`config.mk`:
```
export PLATFORM = sky130hd
export DESIGN_NAME = mem_access_stage
export DESIGN_NICKNAME = d
export VERILOG_FILES = /design/src/rtl/mem_access_stage.sv
export SDC_FILE = /design/constraint.sdc
export NUM_CORES = 1
export LEC_CHECK = 0
export CORE_AREA = 2 2 128 130
export DETAILED_ROUTE_END_ITERATION = 7
export DIE_AREA = 0 0 130 132
export PLACE_DENSITY = 0.76
export SYNTH_ARGS = -nofsm -noshare
export SYNTH_HDL_FRONTEND = slang
export SYNTH_SLANG_ARGS = --single-unit
```
`constraint.sdc`:
```
create_clock -name clock -period 4.35 [get_ports clock]
set_input_delay 0.6525 -clock clock [delete_from_list [all_inputs] [get_ports clock]]
set_output_delay 0.6525 -clock clock [all_outputs]
set_load 0.005 [all_outputs]
```
`src/rtl/mem_access_stage.sv`:
```
// Memory-access pipeline stage: holds one instruction, drives the data bus, forwards to decode.
// Define ADDR_ERROR_EN to trap misaligned half/word accesses instead of issuing them.
module mem_access_stage #(
  parameter int unsigned ADDR_W = 32
) (
  input  logic              clock,
  input  logic              reset,
  input  logic              ex_valid,
  input  logic [31:0]       ex_pc,
  input  logic [31:0]       ex_alu_result,
  input  logic [4:0]        ex_dest,
  input  logic              ex_reg_write,
  input  logic              ex_is_load,
  input  logic              ex_is_store,
  input  logic              ex_load_unsigned,
  input  logic [1:0]        ex_mem_size,
  input  logic [31:0]       ex_store_data,
  output logic              ms_allow_in,
  input  logic              ws_allow_in,
  output logic              data_req,
  output logic              data_wr,
  output logic [1:0]        data_size,
  output logic [ADDR_W-1:0] data_addr,
  output logic [31:0]       data_wdata,
  output logic [3:0]        data_wstrb,
  input  logic              data_addr_ok,
  input  logic              data_data_ok,
  input  logic [31:0]       data_rdata,
  output logic              ms_to_ws_valid,
  output logic [31:0]       ms_pc,
  output logic [31:0]       ms_result,
  output logic [4:0]        ms_dest,
  output logic              ms_reg_write,
  output logic              bp_valid,
  output logic [4:0]        bp_reg,
  output logic              bp_data_ready,
  output logic [31:0]       bp_data,
  output logic              ms_addr_error
);

  typedef enum logic [1:0] {StIdle, StReq, StWait, StDone} state_e;

  state_e      r_state;
  state_e      w_state_next;

  logic [31:0] r_pc;
  logic [31:0] r_addr;
  logic [31:0] r_result;
  logic [31:0] r_store_data;
  logic [4:0]  r_dest;
  logic [1:0]  r_mem_size;
  logic        r_reg_write;
  logic        r_is_load;
  logic        r_is_store;
  logic        r_load_unsigned;
  logic        r_addr_error;

  logic        w_accept;
  logic        w_ex_mem;
  logic        w_ex_misaligned;
  logic        w_load_done;
  logic [7:0]  w_rdata_byte;
  logic [15:0] w_rdata_half;
  logic [31:0] w_load_data;

  assign w_accept    = ex_valid && ms_allow_in;
  assign w_ex_mem    = ex_is_load || ex_is_store;
  assign w_load_done = (r_state == StWait) && data_data_ok && r_is_load;

`ifdef ADDR_ERROR_EN
  assign w_ex_misaligned = w_ex_mem &&
                           (((ex_mem_size == 2'd1) && ex_alu_result[0]) ||
                            ((ex_mem_size == 2'd2) && (ex_alu_result[1:0] != 2'b00)));
`else
  assign w_ex_misaligned = 1'b0;
`endif

  always_comb begin
    w_state_next = r_state;
    case (r_state)
      StIdle:  w_state_next = StIdle;
      StReq:   if (data_addr_ok) w_state_next = StWait;
      StWait:  if (data_data_ok) w_state_next = StDone;
      StDone:  if (ws_allow_in) w_state_next = StIdle;
      default: w_state_next = StIdle;
    endcase
    // A new instruction overrides the hand-off from DONE
    if (w_accept) begin
      w_state_next = (w_ex_mem && !w_ex_misaligned) ? StReq : StDone;
    end
  end

  always_ff @(posedge clock) begin
    if (reset) begin
      r_state <= StIdle;
    end else begin
      r_state <= w_state_next;
    end
  end

  always_ff @(posedge clock) begin
    if (reset) begin
      r_reg_write  <= 1'b0;
      r_addr_error <= 1'b0;
    end else if (w_accept) begin
      r_reg_write  <= ex_reg_write && !w_ex_misaligned;
      r_addr_error <= w_ex_misaligned;
    end
  end

  always_ff @(posedge clock) begin
    if (w_accept) begin
      r_pc            <= ex_pc;
      r_addr          <= ex_alu_result;
      r_result        <= ex_alu_result;
      r_store_data    <= ex_store_data;
      r_dest          <= ex_dest;
      r_mem_size      <= ex_mem_size;
      r_is_load       <= ex_is_load;
      r_is_store      <= ex_is_store;
      r_load_unsigned <= ex_load_unsigned;
    end else if (w_load_done) begin
      r_result <= w_load_data;
    end
  end

  always_comb begin
    w_rdata_byte = data_rdata[{r_addr[1:0], 3'b000} +: 8];
    w_rdata_half = r_addr[1] ? data_rdata[31:16] : data_rdata[15:0];
    case (r_mem_size)
      2'd0:    w_load_data = {{24{w_rdata_byte[7] & ~r_load_unsigned}}, w_rdata_byte};
      2'd1:    w_load_data = {{16{w_rdata_half[15] & ~r_load_unsigned}}, w_rdata_half};
      default: w_load_data = data_rdata;
    endcase
  end

  // Narrow stores replicate across all lanes; the strobe picks the live one
  always_comb begin
    case (r_mem_size)
      2'd0: begin
        data_wdata = {4{r_store_data[7:0]}};
        data_wstrb = 4'b0001 << r_addr[1:0];
      end
      2'd1: begin
        data_wdata = {2{r_store_data[15:0]}};
        data_wstrb = 4'b0011 << {r_addr[1], 1'b0};
      end
      default: begin
        data_wdata = r_store_data;
        data_wstrb = 4'hf;
      end
    endcase
  end

  assign ms_allow_in    = (r_state == StIdle) || ((r_state == StDone) && ws_allow_in);
  assign data_req       = (r_state == StReq);
  assign data_wr        = r_is_store;
  assign data_size      = r_mem_size;
  assign data_addr      = ADDR_W'(r_addr);
  assign ms_to_ws_valid = (r_state == StDone);
  assign ms_pc          = r_pc;
  assign ms_result      = r_result;
  assign ms_dest        = r_dest;
  assign ms_reg_write   = r_reg_write;
  assign bp_valid       = (r_state != StIdle) && r_reg_write;
  assign bp_reg         = r_dest;
  assign bp_data_ready  = (r_state == StDone);
  assign bp_data        = r_result;
  assign ms_addr_error  = r_addr_error && (r_state == StDone);

endmodule
```
# Word-level counts from Yosys, hierarchy flattened

Index checks and enable logic that the tools add are counted.

Register bits after elaboration: 141
Word-level logic and storage cells: 48
Input bits: 145

Muxes and demuxes: 12
Equality and inequality tests: 7
Shifts and indexed selects: 3
Reductions and logical operators: 12
Bitwise gates (word level): 3

Operator list:

| operator            | number |
|---|---|
| $pmux 32 s2         | 2 |
| $mux 32             | 2 |
| $shiftx 32x6->8     | 1 |
| $mux 16             | 1 |
| $mux 2              | 5 |
| $pmux 2 s4          | 1 |
| $pmux 4 s2          | 1 |
| $logic_and 1x1->1   | 5 |
| $eq 2x1->1 const B  | 2 |
| $eq 2x2->1 const B  | 2 |
| $logic_not 2->1     | 2 |
| $reduce_bool 2->1   | 2 |
| $shl 1x2->4 const A | 1 |
| $shl 2x2->4 const A | 1 |
| $ne 3x1->1 const B  | 1 |
| $ne 3x2->1 const B  | 1 |
| $ne 3x3->1 const B  | 1 |
| $reduce_and 3->1    | 1 |
| $and 1x1->1         | 2 |
| $logic_or 1x1->1    | 2 |
| $not 1->1           | 1 |

# Longest topological paths before layout

Gate-level depths: netlist of the first run.

Word-level depth: 6
Gate-level depth with buffers: 8
Mapped depth without buffers: 7

# Worst setup path after synthesis of the first run

No wires, ideal clock.

Kind: input-to-reg
From: in ws_allow_in
To: reg r_dest[0], in the netlist bp_reg[0] (enable)
Required time: 3890 ps
Setup time: 460 ps
Data arrival time: 3133 ps
Slack: 757 ps
Stages on the path: 4
Cell sequence: a21o_1 > nand2_1 > buf_2 > inv_1

Word-level cells in the longest chain between the ends: 3

Ends and longest elaborated chain:

| item                 | line | RTL |
|---|---|---|
| from (decl)          | 19   | `input logic ws_allow_in,` |
| $logic_and 1x1->1    | 155  | `assign ms_allow_in = (r_state == StIdle) \|\| ((r_state == StDone) && ws_allow_in);` |
| $logic_or 1x1->1     | 155  |  |
| $logic_and 1x1->1    | 66   | `assign w_accept = ex_valid && ms_allow_in;` |
| via w_accept         | 58   | `logic w_accept;` |
| to (signal assigned) | 117  | `r_dest <= ex_dest;` |
| to (decl)            | 50   | `logic [4:0] r_dest;` |

The timed path passes the listed nets, and every way through them passes these cells.
A chain may end at the register's enable or synchronous reset.

# Final worst setup path of the first run

From: reg r_mem_size[0], in the netlist data_size[0]
To: out data_wstrb[0]

Word-level cells in the longest chain between the ends: 2
Elaborated cells between the ends (all ways): 3
Classes of those cells: 1 x eq/ne; 1 x mux; 1 x reduce/logical

Ends and longest elaborated chain:

| item                                          | line | RTL |
|---|---|---|
| from (decl)                                   | 51   | `logic [1:0] r_mem_size;` |
| from (signal assigned)                        | 118  | `r_mem_size <= ex_mem_size;` |
| $eq 2x1->1 or $logic_not 2->1 (tied branches) | 139  | `case (r_mem_size)` |
| $pmux 4 s2 (*)                                | 139  |  |
| to (decl)                                     | 25   | `output logic [3:0] data_wstrb,` |

Mark *: on every way between the ends. The rest lies on a longest branch, timed or not.

==> results of run 1 <==
## path summary, 6_finish.rpt
| check | from | endpoint | slack, ns | cells past startpoint |
|---|---|---|---|---|
| worst max-delay path | data_size[0]$_DFFE_PP_ | data_wstrb[0] | 1.26 | 3 |
| worst min-delay path | ms_reg_write$_SDFFE_PP0P_ | ms_reg_write$_SDFFE_PP0P_ | 0.48 | 2 |
| worst max register to register | data_size[0]$_DFFE_PP_ | bp_data[17]$_DFFE_PP_ | 1.90 | 5 |
| worst min register to register | ms_reg_write$_SDFFE_PP0P_ | ms_reg_write$_SDFFE_PP0P_ | 0.48 | 2 |
## worst max-delay path: stages, from the launching register on
cell and delay, ns:
edfxtp_1 0.76, nor2b_1 0.18, o21bai_1 0.46, clkdlybuf4s50_1 0.62
## routing by layer
| metal | vias up | track usage (%) |
|---|---|---|
| li1 | 2065 | - |
| met1 | 2130 | 23.2 |
| met2 | 252 | 36.8 |
| met3 | 26 | 6.01 |
| met4 | 0 | 8.60 |
| met5 | - | 0 |
## cell families (layout without fill, tap and decap cells)
kind of cell / Yosys count / count (layout) / share of synthesized area (%)
DFF: 141 / 141 / 69.8
and+or+nand+nor: 95 / 95 / 7.00
buffers and inverters: 74 / 371 / 7.96
AOI/OAI and AO/OA: 63 / 63 / 7.73
muxes: 36 / 36 / 6.59
adders and majority gates: 4 / 4 / 0.831
other: 1 / 1 / 0.0623
## power groups by stage
stage / clock network (mW) / logic [mW] / registers, mW
CTS: 1.47 / 1.58 / 2.04
global route: 1.53 / 1.68 / 2.07
floorplan: 0 / 0.664 / 2.05
global placement: 0 / 1.54 / 2.05
detailed placement: 0 / 1.57 / 2.06
finish: 1.44 / 1.56 / 2.03
## synthesized netlist by cell type, drive strengths merged (4+ instances only)
cell type / instances
o21bai: 4
buf: 58
a222oi: 9
nor2b: 4
mux2i: 10
mux2: 26
o21ai: 9
edfxtp: 138
a21oi: 25
ha: 4
nand3: 22
o22a: 7
nand2: 35
clkbuf: 9
nor2: 28
inv: 7
## final cells by class
class,count,share of cell area (%)
sequential,141,43.1
timing repair buffer,333,34.1
multi-input combinational,199,13.7
clock buffer,20,4.48
tap,216,2.77
clock inverter,11,1.49
inverter,7,0.295
## placed cells by master (no fill, tap or decap), drive strengths merged, types with 4 or more instances in the layout
cell type and n:
clkdlybuf4s50 327, edfxtp 138, nand2 35, nor2 28, mux2 26, a21oi 25, nand3 22, clkbuf 20
mux2i 10, a222oi 9, o21ai 9, clkinv 8, o22a 7, inv 7, buf 6, nor2b 4
o21bai 4, ha 4
## per-stage QoR
step	setup WS [ns]	power, mW	instances	hold WS, ns
4_1_cts	1.22	5.09	927	0.483
2_1_floorplan	0.757	2.72	414	0.455
3_3_place_gp	1.65	3.60	896	0.463
6_report	1.26	5.03	927	0.477
5_1_grt	1.11	5.28	927	0.512
3_5_place_dp	1.56	3.64	896	0.474
==> metrics.yaml, run 1 <==
die:
  dieHeight_um: 132
  die_area_mm2: 0.0172
  initial_utilization_pct: 38.3
  io_pins: 329
  core_area_mm2: 0.0157
  die_w_um: 130
  rows: 46
critical_path:
  startpoint_type: "flop"
  crit_path_end_kind: "output pin"
  crit_required_ns: 3.70
  cp_data_arrival_time_ns: 2.44
  path_class: "flop to output pin"
  cp_max_fo: 11
detailed_routing:
  met1Wirelength_um: 6450
  postRouteAntennaNets: 0
  wl_per_cell_um: 19.1
  routed.top_layer: "met4"
  routed_via_density: 4.83
  num_vias: 4473
  dr.pass1.iters: 5
  drc: 0
  wl_met3_um: 1430
  finalWirelength_um: 17700
  first_iter_violations: 409
  dr_wl_met2_um: 9400
finish:
  synthToLayoutAreaGrowth_pct: 62.0
  nNetsFinal: 848
  insertedDiodeCount: 0
  seq_area_mm2: 0.00420
  fin_area_mm2: 0.00976
  fill_cells: 1192
  drive_gt1_share_pct: 11.0
  multiInputGateArea_mm2: 0.00134
  post-route-util_pct: 62.1
yosys:
  synth_ff_type: "edfxtp_1"
  synth.cell_area_mm2: 0.00602
  synthesis.nets: 563
  yosysSeqAreaShare_pct: 69.8
  synthArstFlopShare_pct: 0
  synth_top_cell_by_area: "edfxtp_1"
  synth_cells: 414
  synth.top_cell.area_share_pct: 68.8
  yosysUniqueCellTypes: 38
  netlist_top_cells_area: "edfxtp_1 69%, buf_4 5.9%, mux2_2 4.7%, nand2_1 2.2%, nand3_1 1.8%"
  ys_seq_elements: 141
  synth_warnings: 0
  postSynthAreaPerCell_um2: 14.5
  synth_edf_count: 138
hold_path:
  hold_path.class: "flop to flop"
pwr:
  power.share.clock_pct: 28.6
  p_leak_nw: 3.51
  switchingPower_mw: 1.34
  p_int_mw: 3.70
  vdd_drop_max_uv: 266
  power_frac_seq_pct: 40.4
  powerDensity_mw_per_mm2: 516
  swShare_pct: 26.5
  p_comb_share_pct: 31.0
run:
  drv_cap: 0
timing:
  max_freq_mhz: 323
  tns_ns: 0
  finalCritPeriodShare_pct: 71.1
  hold_viol_final: 0
  slew_headroom_pct: 57.3
  finalSetupViolCount: 0
  tightest_slew_ns: 0.641
  skew_ns: 0.0121
  rsz0062_at_grt: "no"
  min_period_ns: 3.09
  final_max_slew_viol_count: 0
grt:
  grt_pass1_wl_um: 26800
  grt_antenna_before_repair: 0
  grt_max_degree: 66
  grt_usage_pct: 20.8
  overflow: 0
  grt_pass1_vias: 4779
clocking:
  cts.path.max_buffers: 2
  htreeDepth: 4
  post_cts_buffers: 0
  cts-root-buf: "clkbuf_16"
  cts.sinks: 141
  path_clk_slew_ns: 0.06
  ctsHoldBuffers: 0
  cts_buffers: 17
  cts_tree: "yes"
  clk_latency_ns: 0.42
  cts_resized: 0
outcome:
  status: "finished clean"
place:
  gp_congestion: 0.837
  numPortBuffers: 327
  place_area_mm2: 0.00917
  dp_hpwl_um: 13500
Power figures use the tool's default switching activity.
==> run 2: changes to the inputs <==
- clock period: 4.35 -> 3.17 ns (I/O delays scaled with it)
==> run 2 against run 1 <==
Net effect:
- largest cell class unchanged
- combinational power increased by 39%
- critical path type unchanged
- die area unchanged
- sequential power increased by 37%
- highest routed layer is now met5
==> metrics.yaml, run 2 (synthesis gave the netlist of run 1 again) <==
finish:
  fill_cells: 1170  # -1.8%
  drive_gt1_share_pct: 11.7  # +0.78 points
  synthToLayoutAreaGrowth_pct: 63.9
  final_cell_mix: "327 x clkdlybuf4s50_1, 138 x edfxtp_1, 34 x nand2_1, 27 x nor2_1, 25 x mux2_2"
  post-route-util_pct: 62.8  # +0.73 points
  layout_commonest_cell: "clkdlybuf4s50_1"
  fin_area_mm2: 0.00987  # +1.2%
  insertedDiodeCount: 0  # unchanged
  fin_cells: 931  # +0.43%
  nNetsFinal: 851  # +0.35%
detailed_routing:
  num_vias: 4533  # +1.3%
  first_iter_violations: 268  # -34%
  dr.pass1.iters: 5  # unchanged
  drc: 0  # unchanged
  wl_per_cell_um: 19.6  # +2.7%
  routed_via_density: 4.87  # +0.91%
  postRouteAntennaNets: 0  # unchanged
  finalWirelength_um: 18300  # +3.1%
timing:
  max_freq_mhz: 342
  finalSetupViolCount: 0  # unchanged
  skew_ns: 0.00708  # -0.00502 ns
  finalCritPeriodShare_pct: 92.1
  min_period_ns: 2.92
  tns_ns: 0  # unchanged
  final_max_slew_viol_count: 0  # unchanged
  tightest_slew_ns: 0.630  # -0.0109 ns
  rsz0062_at_grt: "no"
  slew_headroom_pct: 57.9  # +0.64 points
  hold_viol_final: 0  # unchanged
clocking:
  cts-root-buf: "clkbuf_16"
  path_clk_slew_ns: 0.06  # about the same
  cts_resized: 0  # unchanged
  clk_latency_ns: 0.41  # about the same
  post_cts_buffers: 0  # unchanged
  cts_buffers: 17  # unchanged
  cts_tree: "yes"
  ctsHoldBuffers: 0  # unchanged
  cts.path.max_buffers: 2  # unchanged
  htreeDepth: 4  # unchanged
  cts.sinks: 141  # unchanged
critical_path:
  r2r-start: "data_size[0]$_DFFE_PP_"
  cp_data_arrival_time_ns: 2.44  # about the same
  r2r-end: "bp_data[18]$_DFFE_PP_"
  reg2reg_depth: 5  # unchanged
  cp-endpoint: "data_wstrb[0]"
  startpoint: "data_size[0]$_DFFE_PP_"
  crit_required_ns: 2.69  # -1.01 ns
  r2r_slack_ns: 0.76  # -1.14 ns
  cp_max_fo: 12  # +1
  startpoint_type: "flop"
  crit_path_end_kind: "output pin"
  path_class: "flop to output pin"
pwr:
  p_comb_share_pct: 30.2  # -0.8 points
  switchingPower_mw: 1.89  # +42%
  powerDensity_mw_per_mm2: 726  # +41%
  power_frac_seq_pct: 38.9  # -1.5 points
  power.share.clock_pct: 30.9  # +2.3 points
  swShare_pct: 26.4  # -0.12 points
  power.total_mw: 7.17  # +42%
  p_int_mw: 5.27  # +43%
  p_leak_nw: 3.56  # +1.4%
  vdd_drop_max_uv: 363  # +36%
die:
  core_area_mm2: 0.0157  # unchanged
  initial_utilization_pct: 38.3  # unchanged
  io_pins: 329  # unchanged
  die_w_um: 130  # unchanged
  die_area_mm2: 0.0172  # unchanged
  rows: 46  # unchanged
  dieHeight_um: 132  # unchanged
place:
  dp_hpwl_um: 14200  # +4.8%
  place_area_mm2: 0.00921  # +0.40%
  placed_cells: 899  # +0.33%
  gp_congestion: 0.889  # +6.3%
  numPortBuffers: 327  # unchanged
outcome:
  status: "finished clean"
grt:
  grt_max_degree: 51  # -23%
  grt_usage_pct: 21.1  # +0.24 points
  grt_antenna_before_repair: 1  # +1
  overflow: 0  # unchanged
  grt_pass1_vias: 4827  # +1.0%
  grt_pass1_wl_um: 26900  # +0.36%
run:
  drv_cap: 0  # unchanged
hold_path:
  hold_path.class: "flop to flop"
-- run 2: metrics by stage --
| stage | hold WS, ns | setup WS, ns |
|---|---|---|
| after global placement | 0.462 | 0.737 |
| after floorplan | 0.455 | 0.0816 |
| after global routing | 0.510 | 0.122 |
| after CTS | 0.474 | 0.223 |
| after detailed placement | 0.465 | 0.687 |
| final | 0.482 | 0.250 |
-- run 2: worst min path at each step --
stage,start,end,slack (ns),depth (start not counted)
final,ms_reg_write$_SDFFE_PP0P_,ms_reg_write$_SDFFE_PP0P_,0.48,2
after global routing,ms_reg_write$_SDFFE_PP0P_,ms_reg_write$_SDFFE_PP0P_,0.51,2
after CTS,ms_reg_write$_SDFFE_PP0P_,ms_reg_write$_SDFFE_PP0P_,0.47,2
after detailed placement,ms_reg_write$_SDFFE_PP0P_,ms_reg_write$_SDFFE_PP0P_,0.46,2
after global placement,ms_reg_write$_SDFFE_PP0P_,ms_reg_write$_SDFFE_PP0P_,0.46,2
after floorplan,ms_reg_write$_SDFFE_PP0P_,ms_reg_write$_SDFFE_PP0P_,0.46,2
-- run 2: area by class of cell --
class                      count  area [µm²]  area share, %
clock inverter                14         231           2.35
clock buffer                  18         429           4.35
timing repair buffer         336        3370           34.1
multi-input combinational    199        1340           13.6
tap                          216         270           2.74
inverter                       7        30.0          0.304
sequential                   141        4200           42.6
-- run 2: critical path, stage by stage, from the launching register on --
cell             delay, ns
edfxtp_1              0.69
nor2b_1               0.18
o21bai_1              0.55
clkdlybuf4s50_1       0.62
-- run 2: layer usage --
metal / vias to the layer above / routed length (µm) / GRT usage (%)
met3: 26 / 1620 / 7.06
met4: 2 / 329 / 7.95
li1: 2073 / - / -
met5: - / 13 / 0
met2: 251 / 9700 / 38.6
met1: 2181 / 6630 / 22.0
-- run 2: power by group through the flow --
stage	combinational [mW]	clock, mW	sequential [mW]
global route	2.32	2.34	2.82
finish	2.17	2.22	2.79
floorplan	0.914	0	2.81
global placement	2.15	0	2.81
CTS	2.20	2.25	2.79
detailed placement	2.18	0	2.83
==> run 3: changes to the inputs <==
- RECOVER_POWER: not set -> 100
==> run 3 against run 2 <==
Net effect:
- maximum frequency down 0.54%
- clock skew about the same
- worst hold slack worse by 0.0039 ns
- register-to-register slack worse by 0.38 ns
- die area unchanged
- wire length down 0.53%
- sequential share of layout area up 0.21 points
- sequential power about the same
==> metrics.yaml, run 3 (synthesis gave the netlist of run 1 again) <==
die:
  die_w_um: 130  # unchanged
  dieHeight_um: 132  # unchanged
  rows: 46  # unchanged
  core_area_mm2: 0.0157  # unchanged
  io_pins: 329  # unchanged
  die_area_mm2: 0.0172  # unchanged
  initial_utilization_pct: 38.3  # unchanged
run:
  drv_cap: 0  # unchanged
finish:
  layout_commonest_cell: "dlygate4sd3_1"
  multiInputGateArea_mm2: 0.00133  # -0.93%
  fill_cells: 1181  # +0.94%
  drive_gt1_share_pct: 10.8  # -0.98 points
  fin_cells: 932  # +0.11%
  synthToLayoutAreaGrowth_pct: 63.1
  nNetsFinal: 851  # unchanged
  fin_area_mm2: 0.00982  # -0.49%
  final_cell_mix: "277 x dlygate4sd3_1, 138 x edfxtp_1, 50 x clkdlybuf4s50_1, 35 x nand2_1, 27 x nor2_1"
  seq_area_mm2: 0.00420  # unchanged
timing:
  skew_ns: 0.00698  # -0.000104 ns
  finalSetupViolCount: 0  # unchanged
  max_freq_mhz: 341  # -0.54%
  tightest_slew_ns: 0.838  # +0.209 ns
  tns_ns: 0  # unchanged
  min_period_ns: 2.94  # +0.0158 ns
  slew_headroom_pct: 44.1  # -14 points
  rsz0062_at_grt: "no"
  finalCritPeriodShare_pct: 92.6  # +0.50 points
  hold_viol_final: 0  # unchanged
  final_max_slew_viol_count: 0  # unchanged
critical_path:
  crit_path_end_kind: "output pin"
  cp_max_fo: 36  # +24
  crit_required_ns: 2.69  # about the same
  path_class: "flop to output pin"
  cp_data_arrival_time_ns: 2.46  # +0.02 ns
  slowest_delay_ns: 0.65  # -0.04 ns
  r2r-start: "r_state[0]$_SDFFE_PP0P_"
  r2r-end: "ms_pc[1]$_DFFE_PP_"
  crit_slowest_cell: "dlygate4sd3_1"
  crit_path_cell_trace: "clkbuf_2, o21bai_1, dlygate4sd3_1"
  startpoint_type: "flop"
  crit_buf_inv: 2  # +1
  critical-path-top-delay-family: "buffers and inverters"
  reg2reg_depth: 6  # +1
  r2r_slack_ns: 0.38  # -0.38 ns
place:
  placed_cells: 899  # unchanged
  numPortBuffers: 327  # unchanged
  gp_congestion: 0.889  # unchanged
  place_area_mm2: 0.00921  # unchanged
  dp_hpwl_um: 14200  # unchanged
pwr:
  vdd_drop_max_uv: 361  # -0.45%
  powerDensity_mw_per_mm2: 703  # -3.2%
  p_leak_nw: 3.63  # +2.0%
detailed_routing:
  dr.pass1.iters: 5  # unchanged
  drc: 0  # unchanged
  routed.top_layer: "met5"
  first_iter_violations: 271  # +1.1%
  met1Wirelength_um: 6490  # -2.1%
  postRouteAntennaNets: 0  # unchanged
  wl_per_cell_um: 19.5  # -0.64%
  dr_wl_met2_um: 9650  # -0.54%
  num_vias: 4536  # +0.066%
  finalWirelength_um: 18200  # -0.53%
  wl_met3_um: 1650  # +2.3%
  routed_via_density: 4.87  # about the same
clocking:
  path_clk_slew_ns: 0.06  # about the same
  cts.path.max_buffers: 2  # unchanged
  clk_latency_ns: 0.42  # about the same
  ctsHoldBuffers: 0  # unchanged
  cts_tree: "yes"
  htreeDepth: 4  # unchanged
  post_cts_buffers: 0  # unchanged
  cts_resized: 0  # unchanged
  cts.sinks: 141  # unchanged
  cts_buffers: 17  # unchanged
  cts-root-buf: "clkbuf_16"
hold_path:
  min_path_cells: 2  # unchanged
  hold_start: "ms_reg_write$_SDFFE_PP0P_"
  hold_path.class: "flop to flop"
  min_to: "ms_reg_write$_SDFFE_PP0P_"
grt:
  overflow: 0  # unchanged
  grt_antenna_before_repair: 2  # +1
  grt_pass1_wl_um: 26900  # unchanged
  grt_pass1_vias: 4827  # unchanged
  grt_max_degree: 51  # unchanged
  grt_usage_pct: 21.1  # unchanged
outcome:
  status: "finished clean"
==> run 3: changes by cell type in the layout (fill, tap and decap cells not counted), moves of 2 or more <==
| cell | previous run | this run |
|---|---|---|
| clkbuf_2 | 0 | 4 |
| mux2_1 | 0 | 3 |
| dlygate4sd3_1 | 0 | 277 |
| buf_4 | 7 | 2 |
| buf_12 | 2 | 0 |
| mux2_2 | 25 | 22 |
| clkdlybuf4s50_1 | 327 | 50 |
| clkbuf_4 | 0 | 2 |
==> run 3: cell type report <==
class / count / area share (%)
clock buffer: 18 / 4.37
multi-input combinational: 199 / 13.5
clock inverter: 14 / 2.36
tap: 216 / 2.75
inverter: 7 / 0.306
antenna: 1 / 0.0255
timing repair buffer: 336 / 33.9
sequential: 141 / 42.8
==> run 3: worst min-delay path: stages (launching register included) <==
cell and delay [ns]:
dfxtp_1 0.32, nand2_1 0.06, a21oi_1 0.05
==> run 3: report_power, final <==
group          internal (mW)  switching, mW  total [mW]
Combinational           1.04          0.882        1.92
Sequential              2.59          0.182        2.77
Clock                   1.42          0.801        2.22
==> run 3: how the worst max path moves through the flow <==
stage	from	to	slack (ns)	cells past startpoint
6_report	data_size[1]$_DFFE_PP_	data_wstrb[0]	0.23	3
5_1_grt	data_size[1]$_DFFE_PP_	data_wstrb[0]	0.12	3
4_1_cts	data_size[0]$_DFFE_PP_	data_wstrb[0]	0.22	3
3_5_place_dp	ws_allow_in	bp_reg[2]$_DFFE_PP_	0.69	5
3_3_place_gp	data_rdata[23]	bp_data[30]$_DFFE_PP_	0.74	5
2_1_floorplan	r_state[0]$_SDFFE_PP0P_	bp_reg[0]$_DFFE_PP_	0.08	6
==> run 3: metal layers <==
| metal | vias up | GRT usage (%) |
|---|---|---|
| li1 | 2080 | - |
| met1 | 2171 | 22.0 |
| met2 | 253 | 38.6 |
| met3 | 30 | 7.06 |
| met4 | 2 | 7.95 |
| met5 | - | 0 |
==> run 3: metrics by stage <==
step | total power, mW | worst slack [ns] | utilization, % | hold slack, ns
floorplan | 3.72 | 0.0816 | - | 0.455
detailed placement | 5.01 | 0.687 | 58.6 | 0.465
global placement | 4.96 | 0.737 | 58.6 | 0.462
finish | 6.90 | 0.234 | 62.5 | 0.478
CTS | 7.24 | 0.223 | 62.8 | 0.474
global route | 7.23 | 0.120 | 62.5 | 0.507
